`src/rtl/pac_ctrl.sv`:
```
// Pac-Man sprite controller: buttons, frame-rate divider, wall-aware stepping, sprite scan window.
// Optional macro PAC_TUNNEL_EN: horizontal moves wrap at the screen edges instead of saturating.
module pac_ctrl #(
    parameter int X_START = 304,
    parameter int Y_START = 336,
    parameter int X_MAX   = 616,
    parameter int Y_MAX   = 456,
    parameter int SPEED   = 2
) (
    input  logic       clk,
    input  logic       rst,
    input  logic       btn_l,
    input  logic       btn_u,
    input  logic       btn_r,
    input  logic       btn_d,
    input  logic       frame_tick,
    input  logic       blk_l,
    input  logic       blk_u,
    input  logic       blk_r,
    input  logic       blk_d,
    input  logic [9:0] hcount,
    input  logic [9:0] vcount,
    output logic [9:0] pac_x,
    output logic [9:0] pac_y,
    output logic [3:0] direction,
    output logic [4:0] spr_x,
    output logic [4:0] spr_y,
    output logic       spr_en,
    output logic       moving
);

    localparam logic [3:0] DIR_L    = 4'b1000;
    localparam logic [3:0] DIR_U    = 4'b0100;
    localparam logic [3:0] DIR_R    = 4'b0010;
    localparam logic [3:0] DIR_D    = 4'b0001;
    localparam logic [3:0] DIV_LAST = 4'(SPEED - 1);
    localparam logic [9:0] XMAX_V   = 10'(X_MAX);
    localparam logic [9:0] YMAX_V   = 10'(Y_MAX);
    localparam logic [9:0] XSTART_V = 10'(X_START);
    localparam logic [9:0] YSTART_V = 10'(Y_START);

    logic [3:0]  req;
    logic [3:0]  div;
    logic [3:0]  btn;
    logic [3:0]  blk;
    logic [3:0]  btn_pri;
    logic        step;
    logic        req_open;
    logic        dir_open;
    logic [3:0]  mv_dir;
    logic        mv_ok;
    logic [9:0]  nx;
    logic [9:0]  ny;
    logic [10:0] x_end;
    logic [10:0] y_end;
    logic        in_win;
    logic [9:0]  off_x;
    logic [9:0]  off_y;

    assign btn = {btn_l, btn_u, btn_r, btn_d};
    assign blk = {blk_l, blk_u, blk_r, blk_d};

    always_comb begin
        if (btn_l)      btn_pri = DIR_L;
        else if (btn_u) btn_pri = DIR_U;
        else if (btn_r) btn_pri = DIR_R;
        else            btn_pri = DIR_D;
    end

    // req and direction are always one-hot, so a single AND tells whether the heading hits a wall
    assign step     = frame_tick && (div == DIV_LAST);
    assign req_open = ~|(req & blk);
    assign dir_open = ~|(direction & blk);
    assign mv_dir   = req_open ? req : direction;

    always_comb begin
        nx    = pac_x;
        ny    = pac_y;
        mv_ok = 1'b0;
        if (req_open || dir_open) begin
            case (mv_dir)
                DIR_L: begin
                    if (pac_x != 10'd0) begin
                        nx    = pac_x - 10'd1;
                        mv_ok = 1'b1;
                    end
`ifdef PAC_TUNNEL_EN
                    else begin
                        nx    = XMAX_V;
                        mv_ok = 1'b1;
                    end
`endif
                end
                DIR_R: begin
                    if (pac_x < XMAX_V) begin
                        nx    = pac_x + 10'd1;
                        mv_ok = 1'b1;
                    end
`ifdef PAC_TUNNEL_EN
                    else begin
                        nx    = 10'd0;
                        mv_ok = 1'b1;
                    end
`endif
                end
                DIR_U: begin
                    if (pac_y != 10'd0) begin
                        ny    = pac_y - 10'd1;
                        mv_ok = 1'b1;
                    end
                end
                DIR_D: begin
                    if (pac_y < YMAX_V) begin
                        ny    = pac_y + 10'd1;
                        mv_ok = 1'b1;
                    end
                end
                default: mv_ok = 1'b0;
            endcase
        end
    end

    // Window test in 11 bits so pac_x+24 cannot wrap near the right edge
    assign x_end  = {1'b0, pac_x} + 11'd24;
    assign y_end  = {1'b0, pac_y} + 11'd24;
    assign in_win = (hcount >= pac_x) && ({1'b0, hcount} < x_end) &&
                    (vcount >= pac_y) && ({1'b0, vcount} < y_end);
    assign off_x  = hcount - pac_x;
    assign off_y  = vcount - pac_y;

    always_ff @(posedge clk) begin
        if (rst) begin
            pac_x     <= XSTART_V;
            pac_y     <= YSTART_V;
            direction <= DIR_L;
            req       <= DIR_L;
            div       <= 4'd0;
            moving    <= 1'b0;
            spr_en    <= 1'b0;
            spr_x     <= 5'd0;
            spr_y     <= 5'd0;
        end else begin
            if (|btn)
                req <= btn_pri;
            if (frame_tick)
                div <= step ? 4'd0 : div + 4'd1;
            if (step) begin
                if (req_open)
                    direction <= req;
                if (mv_ok) begin
                    pac_x  <= nx;
                    pac_y  <= ny;
                    moving <= 1'b1;
                end else begin
                    moving <= 1'b0;
                end
            end
            spr_en <= in_win;
            spr_x  <= in_win ? off_x[4:0] : 5'd0;
            spr_y  <= in_win ? off_y[4:0] : 5'd0;
        end
    end

endmodule

```
`config.mk`:
```
export PLATFORM = sky130hd
export DESIGN_NAME = pac_ctrl
export DESIGN_NICKNAME = d
export VERILOG_FILES = /design/src/rtl/pac_ctrl.sv
export SDC_FILE = /design/constraint.sdc
export NUM_CORES = 1
export LEC_CHECK = 0
export ABC_CLOCK_PERIOD_IN_PS = 11100
export CAP_MARGIN = 40
export CORE_UTILIZATION = 28
export DETAILED_ROUTE_END_ITERATION = 16
export RECOVER_POWER = 25
export SYNTH_ARGS = -nofsm -noshare
export SYNTH_HDL_FRONTEND = slang
export SYNTH_SLANG_ARGS = --single-unit
```
`constraint.sdc`:
```
create_clock -name clk -period 11.1 [get_ports clk]
set_clock_uncertainty 0.1 [all_clocks]
set_input_delay 3.33 -clock clk [delete_from_list [all_inputs] [get_ports clk]]
set_output_delay 3.33 -clock clk [all_outputs]
set_load 0.005 [all_outputs]
```
==> impl_metrics.json, run 1 <==
{
  "dieArea_um2": 13730,
  "place_area_um2": 4534,
  "slew_headroom_pct": 9.745,
  "num_vias": 3415,
  "grt_max_degree": 28,
  "synth_flop_cell": "dfxtp_1",
  "drive_gt1_share_pct": 4.192,
  "worstPathArrival_ns": 6.56,
  "required_ns": 11.20,
  "place.detailed.hpwl_mm": 7.634,
  "grt_pass1_wl_mm": 15.81,
  "avgRoutedWirePerCell_um": 14.38,
  "ys_warn_count": 0,
  "rsz0062_at_grt": "false",
  "nNetsFinal": 589,
  "setup_viol": 0,
  "cp_max_fo": 10,
  "ctsLongestPathBuffers": 2,
  "p_int_uw": 309.3,
  "comb_power_share_pct": 17.1,
  "initial_core_util_pct": 29.07,
  "syn_to_final_growth_pct": 26.79,
  "drc_errors": 0,
  "p_per_area_nw_per_um2": 88.10,
  "hp-class": "register to register",
  "post_cts_resized": 0,
  "insertion_delay_ns": 0.29,
  "cts_root_buf": "clkbuf_16",
  "ys_seq_area_share_pct": 23.72,
  "postCtsHoldBufs": 0,
  "max-vdd-ir-drop_uv": 53.67,
  "fin_crit_sh_pct": 58.13,
  "p_sw_share_pct": 25.43,
  "seq_power_share_pct": 39.9,
  "hold_viol": 0,
  "place.gp.congestion": 0.9193,
  "leakage_uw": 0.001906,
  "ant_nets": 0,
  "tns_ns": 0,
  "synthArstFlopShare_pct": 0,
  "cts_tree": "built",
  "rows": 41,
  "fmax_mhz": 155.0,
  "cts.sinks": 44,
  "synth_nets": 527,
  "grt_pass1_vias": 3277,
  "antenna_found_initial": 0,
  "dr.pass1.iters": 4,
  "maxCapViolations": 0,
  "crit_type": "input port to register",
  "grt_usage_pct": 14.79,
  "regToRegSetupSlack_ns": 7.69,
  "io_buffers": 66,
  "status": "completed",
  "slew_viol_final": 0,
  "drt_wl_total_mm": 9.679,
  "synth_cells": 438,
  "synth_edf_count": 0,
  "die_w_um": 117.2,
  "insertedDiodeCount": 0,
  "viasPerCell": 5.074,
  "cp-start-kind": "input port",
  "core_um2": 12770,
  "critPathCaptureType": "register",
  "cts_buffers": 5,
  "clockPowerShare_pct": 43.0,
  "netlist_area_um2": 3714,
  "synth_seq_cells": 44,
  "period_needed_ns": 6.453,
  "synth.distinct_cells": 56,
  "worstMarginPinSlew_ns": 1.354,
  "syn_area_per_cell_um2": 8.478,
  "ios": 67,
  "die_h_um": 117.2,
  "drt_iter0_markers": 152,
  "switchingPower_uw": 105.5,
  "post_cts_buffers": 0,
  "path_clk_slew_ns": 0.07,
  "gr-total-overflow": 0,
  "htreeDepth": 2,
  "fill_cells": 1247,
  "fin_area_um2": 4708
}
## power groups by stage
stage,clock (uW),combinational (uW),sequential (uW)
after global routing,190,79.6,166
after global placement,0,69.7,169
after detailed placement,0,71.0,169
final,178,70.7,166
after floorplan,0,45.8,167
after CTS,183,71.6,166
## layout by cell type (no fill, tap or decap), types with 13 or more instances in the layout
| cell type | instances |
|---|---|
| ha_1 | 54 |
| inv_1 | 32 |
| nor4_1 | 20 |
| dlygate4sd3_1 | 13 |
| o21ai_0 | 20 |
| nand2_1 | 30 |
| xnor2_1 | 22 |
| dfxtp_1 | 44 |
| a21oi_1 | 26 |
| clkdlybuf4s50_1 | 53 |
| nor2_1 | 28 |
## synthesized netlist by cell type, drive strengths merged, types with 7 or more instances
cell / count / share of area (%)
a21oi: 26 / 3.5
nor3: 12 / 1.6
o21ai: 20 / 2.7
nand3: 10 / 1.3
ha: 54 / 18
nand2: 30 / 3.0
buf: 7 / 1.3
nor4: 20 / 3.4
inv: 32 / 3.2
xor2: 12 / 2.8
o211ai: 14 / 3.3
xnor2: 22 / 5.2
nor2: 28 / 2.8
dfxtp: 44 / 24
mux2i: 7 / 1.9
## cells by family after synthesis
group	count (synthesis)	synth area share, %
AND/OR/NAND/NOR	139	19.81
AO/OA/AOI/OAI	109	20.69
adder cells (fa/ha/maj)	58	20.35
buffers and inverters	46	5.222
flip-flops	44	23.72
XOR/XNOR	34	8.019
multiplexers	8	2.190
## per-stage QoR
stage          utilization [%]  total power, uW  worst slack [ns]  hold slack, ns  instances
3_3_place_gp             35.44            238.9             4.588          0.3758        664
3_5_place_dp             35.50            240.4             4.456          0.3779        665
2_1_floorplan                -            212.8             5.292          0.3856        438
4_1_cts                  36.89            420.3             4.727          0.3991        673
5_1_grt                  36.86            435.4             4.282          0.4310        673
6_report                 36.86            414.8             4.647          0.3947        673
## worst max-delay path, cell delays in order
cell             delay, ns
clkdlybuf4s50_1       0.44
a22oi_1               0.46
nand3_1               0.18
and2_1                0.35
ha_1                  0.36
a211oi_1              0.42
o211ai_1              0.18
a41oi_1               0.26
xor2_1                0.11
or3_1                 0.32
a21oi_1               0.14
## state kept, by name (all words and copies together), names as in the netlist
name       count
spr_x          5
spr_y          5
spr_en         1
pac_y         10
pac_x         10
req            4
div            4
moving         1
direction      4
## metal layers
| metal | wire length (um) | track usage (%) |
|---|---|---|
| met1 | 4497 | 18.76 |
| met2 | 4642 | 25.76 |
| met3 | 458 | 2.987 |
| met4 | 80 | 3.291 |
| met5 | 0 | 0 |
## path summary, 6_finish.rpt
check,from,to,cells past startpoint
worst max-delay path,blk_u,pac_x[9],11
worst min-delay path,moving,moving,1
worst max register to register,req[1],pac_x[9],10
worst min register to register,moving,moving,1
## area by class of cell
class / instances / area, um2 / share of cell area [%]
clock buffer: 6 / 138.9 / 2.950
clock inverter: 2 / 38.79 / 0.8238
inverter: 33 / 123.9 / 2.631
multi-input combinational: 348 / 2639 / 56.05
sequential: 44 / 880.8 / 18.71
tap: 172 / 215.2 / 4.571
timing repair buffer: 68 / 671.9 / 14.27
Note: power is estimated with default switching activity, not from simulation.
==> run 2: changes to the inputs <==
--- a/config.mk
+++ b/config.mk
@@ -5,7 +5,7 @@
 export SDC_FILE = /design/constraint.sdc
 export NUM_CORES = 1
 export LEC_CHECK = 0
-export ABC_CLOCK_PERIOD_IN_PS = 11100
+export ABC_CLOCK_PERIOD_IN_PS = 6800
 export CAP_MARGIN = 40
 export CORE_UTILIZATION = 28
 export DETAILED_ROUTE_END_ITERATION = 16
==> constraint.sdc (replaced) <==
create_clock -name clk -period 6.8 [get_ports clk]
set_clock_uncertainty 0.1 [all_clocks]
set_input_delay 2.04 -clock clk [delete_from_list [all_inputs] [get_ports clk]]
set_output_delay 2.04 -clock clk [all_outputs]
set_load 0.005 [all_outputs]
==> run 2 against run 1 <==
Net effect:
- clock-buffer cell count stayed put
- first-iteration DRC count is 22% higher
- via count is 1.7% higher
- sequential power is 63% higher
- combinational power is 65% higher
- critical path type unchanged
- largest power group unchanged
- highest routed layer unchanged
==> impl_metrics.json, run 2 (same netlist as run 1, synthesis figures left out) <==
{
  "max-vdd-ir-drop_uv": 80.76,
  "switchingPower_uw": 176.2,
  "crit_family": "compound AO/OA/AOI/OAI gates",
  "initial_core_util_pct": 29.07,
  "critical-path-slowest-cell": "a22oi_1",
  "maxCapViolations": 0,
  "cts_buffers": 5,
  "avgRoutedWirePerCell_um": 14.72,
  "dp_cells": 666,
  "num_vias": 3474,
  "crit_chain": "clkdlybuf4s50_1, a22oi_1, nand3_1, and2_1, ha_1, a211oi_1, o211ai_1, a41oi_1, xor2_1, or3_1, a21oi_1",
  "ant_nets": 0,
  "seq_power_share_pct": 39.7,
  "reg.largest.list": "pac_x (10), pac_y (10)",
  "core_um2": 12770,
  "p_per_area_nw_per_um2": 144.6,
  "ios": 67,
  "slew_viol_final": 0,
  "p_sw_share_pct": 25.84,
  "nNetsFinal": 590,
  "slowest_delay_ns": 0.46,
  "io_buffers": 66,
  "critPathCaptureType": "register",
  "mostFrequentLayoutCells": "ha_1 (54), clkdlybuf4s50_1 (53), dfxtp_1 (44), inv_1 (32), nand2_1 (30)",
  "drt_wl_total_mm": 9.922,
  "die_h_um": 117.2,
  "viasPerCell": 5.154,
  "holdWs_ns": 0.3902,
  "path_clk_slew_ns": 0.07,
  "worst-path-stages": 11,
  "comb_power_share_pct": 17.1,
  "postCtsHoldBufs": 0,
  "drive_gt1_share_pct": 4.382,
  "drc_errors": 0,
  "rr_worst_depth": 10,
  "clockPowerShare_pct": 43.2,
  "final_util_pct": 36.92,
  "leakage_uw": 0.001911,
  "cp_num_buf_inv": 1,
  "drt_iter0_markers": 185,
  "p_int_uw": 505.6,
  "place.gp.congestion": 0.9157,
  "hold_viol": 0,
  "rows": 41,
  "slew_headroom_pct": 12.69,
  "ctsLongestPathBuffers": 2,
  "die_w_um": 117.2,
  "tns_ns": 0,
  "cp-start-kind": "input port",
  "dieArea_um2": 13730,
  "insertedDiodeCount": 0,
  "final_common_cell": "ha_1",
  "cts_tree": "built",
  "post_cts_buffers": 0,
  "fmax_mhz": 194.6,
  "cts.sinks": 44,
  "place.detailed.hpwl_mm": 7.790,
  "grt_max_degree": 28,
  "crit_type": "input port to register",
  "rsz0062_at_grt": "false",
  "cp_max_fo": 10,
  "syn_to_final_growth_pct": 26.99,
  "grt_pass1_vias": 3329,
  "fill_cells": 1285,
  "p_total_uw": 681.8,
  "fin_crit_sh_pct": 75.55,
  "grt_pass1_wl_mm": 15.99,
  "dr.pass1.iters": 5,
  "period_needed_ns": 5.137,
  "post_cts_resized": 0,
  "fin_cells": 674,
  "worstPathArrival_ns": 5.24,
  "status": "completed",
  "grt_usage_pct": 14.78,
  "antenna_found_initial": 0,
  "htreeDepth": 2,
  "cts_root_buf": "clkbuf_16",
  "setup_viol": 0,
  "hp-class": "register to register",
  "hold_depth": 1,
  "required_ns": 6.91,
  "insertion_delay_ns": 0.29,
  "gr-total-overflow": 0,
  "worstMarginPinSlew_ns": 1.310
}
## run 2: power groups by stage
stage	Combinational (uW)	Clock, uW	Sequential (uW)
finish	117	295	270
global route	131	310	271
CTS	118	303	270
detailed placement	117	0	276
global placement	114	0	276
floorplan	74.7	0	273
## run 2: routing by layer
layer	share of wire (%)	GRT usage, %	wire length [um]	up-vias
met5	0	0	0	-
met4	0.95	3.460	94	0
met3	4.3	2.626	427	8
met2	49	26.08	4843	75
met1	46	18.63	4556	1649
li1	-	-	-	1742
## run 2: layout make-up
type                            count  area [um2]  share of cell area [%]
Sequential cell                    44       880.8                   18.68
Inverter                           33       123.9                   2.627
Tap cell                          172       215.2                   4.564
Multi-Input combinational cell    348        2639                   55.96
Clock buffer                        6       138.9                   2.945
Timing Repair Buffer               69       679.4                   14.41
Clock inverter                      2       38.79                  0.8225
## run 2: per-stage QoR
stage	worst slack [ns]	area (um2)
6_report	1.663	4716
3_3_place_gp	1.578	4534
3_5_place_dp	1.409	4542
5_1_grt	1.355	4716
2_1_floorplan	2.282	3714
4_1_cts	1.690	4720
## run 2: path summary, 6_finish.rpt
kind	startpoint	end	slack, ns
setup / recovery	blk_d	pac_x[9]	1.66
hold / removal	moving	moving	0.39
setup reg to reg	req[1]	pac_x[9]	3.41
hold reg to reg	moving	moving	0.39
## run 2: worst register-to-register path, cell delays in order, from the launching register on
cell,delay [ns]
dfxtp_1,0.50
nor4b_1,0.42
nand3_1,0.16
and2_1,0.35
ha_1,0.36
a211oi_1,0.40
o211ai_1,0.18
a41oi_1,0.26
xor2_1,0.11
or3_1,0.32
a21oi_1,0.14
==> run 3: changes to the inputs <==
--- a/config.mk
+++ b/config.mk
@@ -5,7 +5,7 @@
 export SDC_FILE = /design/constraint.sdc
 export NUM_CORES = 1
 export LEC_CHECK = 0
-export ABC_CLOCK_PERIOD_IN_PS = 6800
+export ABC_CLOCK_PERIOD_IN_PS = 4300
 export CAP_MARGIN = 40
 export CORE_UTILIZATION = 28
 export DETAILED_ROUTE_END_ITERATION = 16
==> constraint.sdc (replaced) <==
create_clock -name clk -period 4.3 [get_ports clk]
set_clock_uncertainty 0.1 [all_clocks]
set_input_delay 1.29 -clock clk [delete_from_list [all_inputs] [get_ports clk]]
set_output_delay 1.29 -clock clk [all_outputs]
set_load 0.005 [all_outputs]
==> run 3 against run 2 <==
Net effect:
- largest cell class unchanged
- die area is the same
- sequential share of layout area shrank 0.48 points
- clock-buffer cell count is the same
- critical path depth is the same
- core utilization grew 0.98 points
- setup slack lost 1.4 ns
- via count grew 0.52%
==> impl_metrics.json, run 3 (same netlist as run 1, synthesis figures left out) <==
{
  "hp-class": "register to register",
  "initial_core_util_pct": 29.07,
  "grt_usage_pct": 15.07,
  "viasPerCell": 5.061,
  "ant_nets": 0,
  "insertedDiodeCount": 0,
  "dieArea_um2": 13730,
  "crit_type": "input port to register",
  "io_buffers": 66,
  "leakage_uw": 0.001990,
  "regToRegSetupSlack_ns": 1.23,
  "slew_viol_final": 0,
  "final.setup.worst_slack_ns": 0.2997,
  "rr_worst_depth": 11,
  "ios": 67,
  "cts_buffers": 5,
  "htreeDepth": 2,
  "place.gp.congestion": 0.8767,
  "ctsLongestPathBuffers": 2,
  "multi_input_area_um2": 2640,
  "status": "completed",
  "die_w_um": 117.2,
  "drt_iter0_markers": 189,
  "drt_wl_total_mm": 9.972,
  "fin_crit_sh_pct": 93.03,
  "die_h_um": 117.2,
  "seq_power_share_pct": 39.6,
  "maxCapViolations": 0,
  "fmax_mhz": 250.0,
  "drive_gt1_share_pct": 7.529,
  "seqCellArea_um2": 880.8,
  "p_total_uw": 1081,
  "grt_max_degree": 27,
  "avgRoutedWirePerCell_um": 14.45,
  "switchingPower_uw": 276.9,
  "worstMarginPinSlew_ns": 0.8782,
  "place.detailed.hpwl_mm": 7.964,
  "cts_tree": "built",
  "dr.pass1.iters": 4,
  "hold_end": "moving",
  "grt_pass1_vias": 3347,
  "mostFrequentLayoutCells": "ha_1 (54), clkdlybuf4s50_1 (52), dfxtp_1 (44), inv_1 (32), nand2_1 (30)",
  "final_common_cell": "ha_1",
  "p_int_uw": 804.3,
  "reg.largest.list": "pac_x (10), pac_y (10)",
  "cp_max_fo": 5,
  "postCtsHoldBufs": 0,
  "hold_depth": 1,
  "p_per_area_nw_per_um2": 223.4,
  "p_sw_share_pct": 25.61,
  "num_vias": 3492,
  "period_needed_ns": 4.000,
  "core_um2": 12770,
  "nNetsFinal": 606,
  "rsz0062_at_grt": "false",
  "cp-start-kind": "input port",
  "post_cts_buffers": 0,
  "final_util_pct": 37.90,
  "setup_viol": 0,
  "gr-total-overflow": 0,
  "hold_viol": 0,
  "cts.sinks": 44,
  "worstPathArrival_ns": 4.12,
  "hold_start": "moving",
  "cts_root_buf": "clkbuf_16",
  "fill_cells": 1298,
  "post_cts_resized": 0,
  "clockPowerShare_pct": 42.8,
  "max-vdd-ir-drop_uv": 151.5,
  "place_area_um2": 4662,
  "path_clk_slew_ns": 0.07,
  "insertion_delay_ns": 0.29,
  "antenna_found_initial": 0,
  "preCtsSetupSlack_ns": -0.08362,
  "slew_headroom_pct": 41.45,
  "drc_errors": 0,
  "critPathCaptureType": "register",
  "fin_area_um2": 4841,
  "grt_pass1_wl_mm": 16.08,
  "reg2reg_from": "pac_x[3]",
  "r2r_end": "spr_x[4]",
  "syn_to_final_growth_pct": 30.36,
  "required_ns": 4.42,
  "comb_power_share_pct": 17.6,
  "rows": 41
}
run 3: per-layer routing:
| metal | track usage (%) | share of wire, % | vias to the layer above | wire length [um] |
|---|---|---|---|---|
| li1 | - | - | 1771 | - |
| met1 | 19.27 | 48 | 1662 | 4744 |
| met2 | 26.08 | 48 | 54 | 4801 |
| met3 | 2.884 | 3.4 | 5 | 337 |
| met4 | 3.544 | 0.88 | 0 | 88 |
| met5 | 0 | 0 | - | 0 |
run 3: area by class of cell:
cell class / count / share of cell area (%)
multi-input combinational: 348 / 54.54
sequential: 44 / 18.20
timing repair buffer: 85 / 16.59
tap: 172 / 4.446
clock buffer: 6 / 2.869
inverter: 33 / 2.559
clock inverter: 2 / 0.8012
run 3: per-stage QoR:
stage | hold slack, ns | instances | TNS, ns
after floorplan | 0.3856 | 438 | 0
after global placement | 0.4349 | 681 | -0.004782
after detailed placement | 0.4276 | 682 | -0.08809
after CTS | 0.4539 | 690 | 0
after global routing | 0.4674 | 690 | 0
final | 0.4532 | 690 | 0
run 3: power by group through the flow:
| stage | Combinational [uW] | Sequential (uW) | Clock, uW |
|---|---|---|---|
| CTS | 193 | 428 | 476 |
| global route | 213 | 429 | 490 |
| floorplan | 118 | 431 | 0 |
| global placement | 187 | 437 | 0 |
| finish | 191 | 428 | 463 |
| detailed placement | 192 | 437 | 0 |
run 3: critical path, stage by stage:
cell             delay [ns]
clkdlybuf4s50_1        0.44
a22o_2                 0.31
o21ai_0                0.24
and2_1                 0.27
ha_1                   0.27
a211oi_1               0.31
o211ai_1               0.18
a41oi_1                0.26
xor2_1                 0.10
or3_1                  0.31
a21oi_1                0.14
run 3: how the worst max path moves through the flow:
| stage | slack [ns] | to | depth (start not counted) | from |
|---|---|---|---|---|
| after floorplan | 0.53 | pac_x[9] | 10 | blk_u |
| after global placement | -0.005 | pac_y[9] | 11 | blk_u |
| after detailed placement | -0.08 | pac_y[9] | 12 | blk_u |
| after CTS | 0.23 | pac_y[9] | 12 | blk_u |
| after global routing | 0.03 | pac_x[9] | 11 | blk_u |
| final | 0.30 | pac_x[9] | 11 | blk_u |
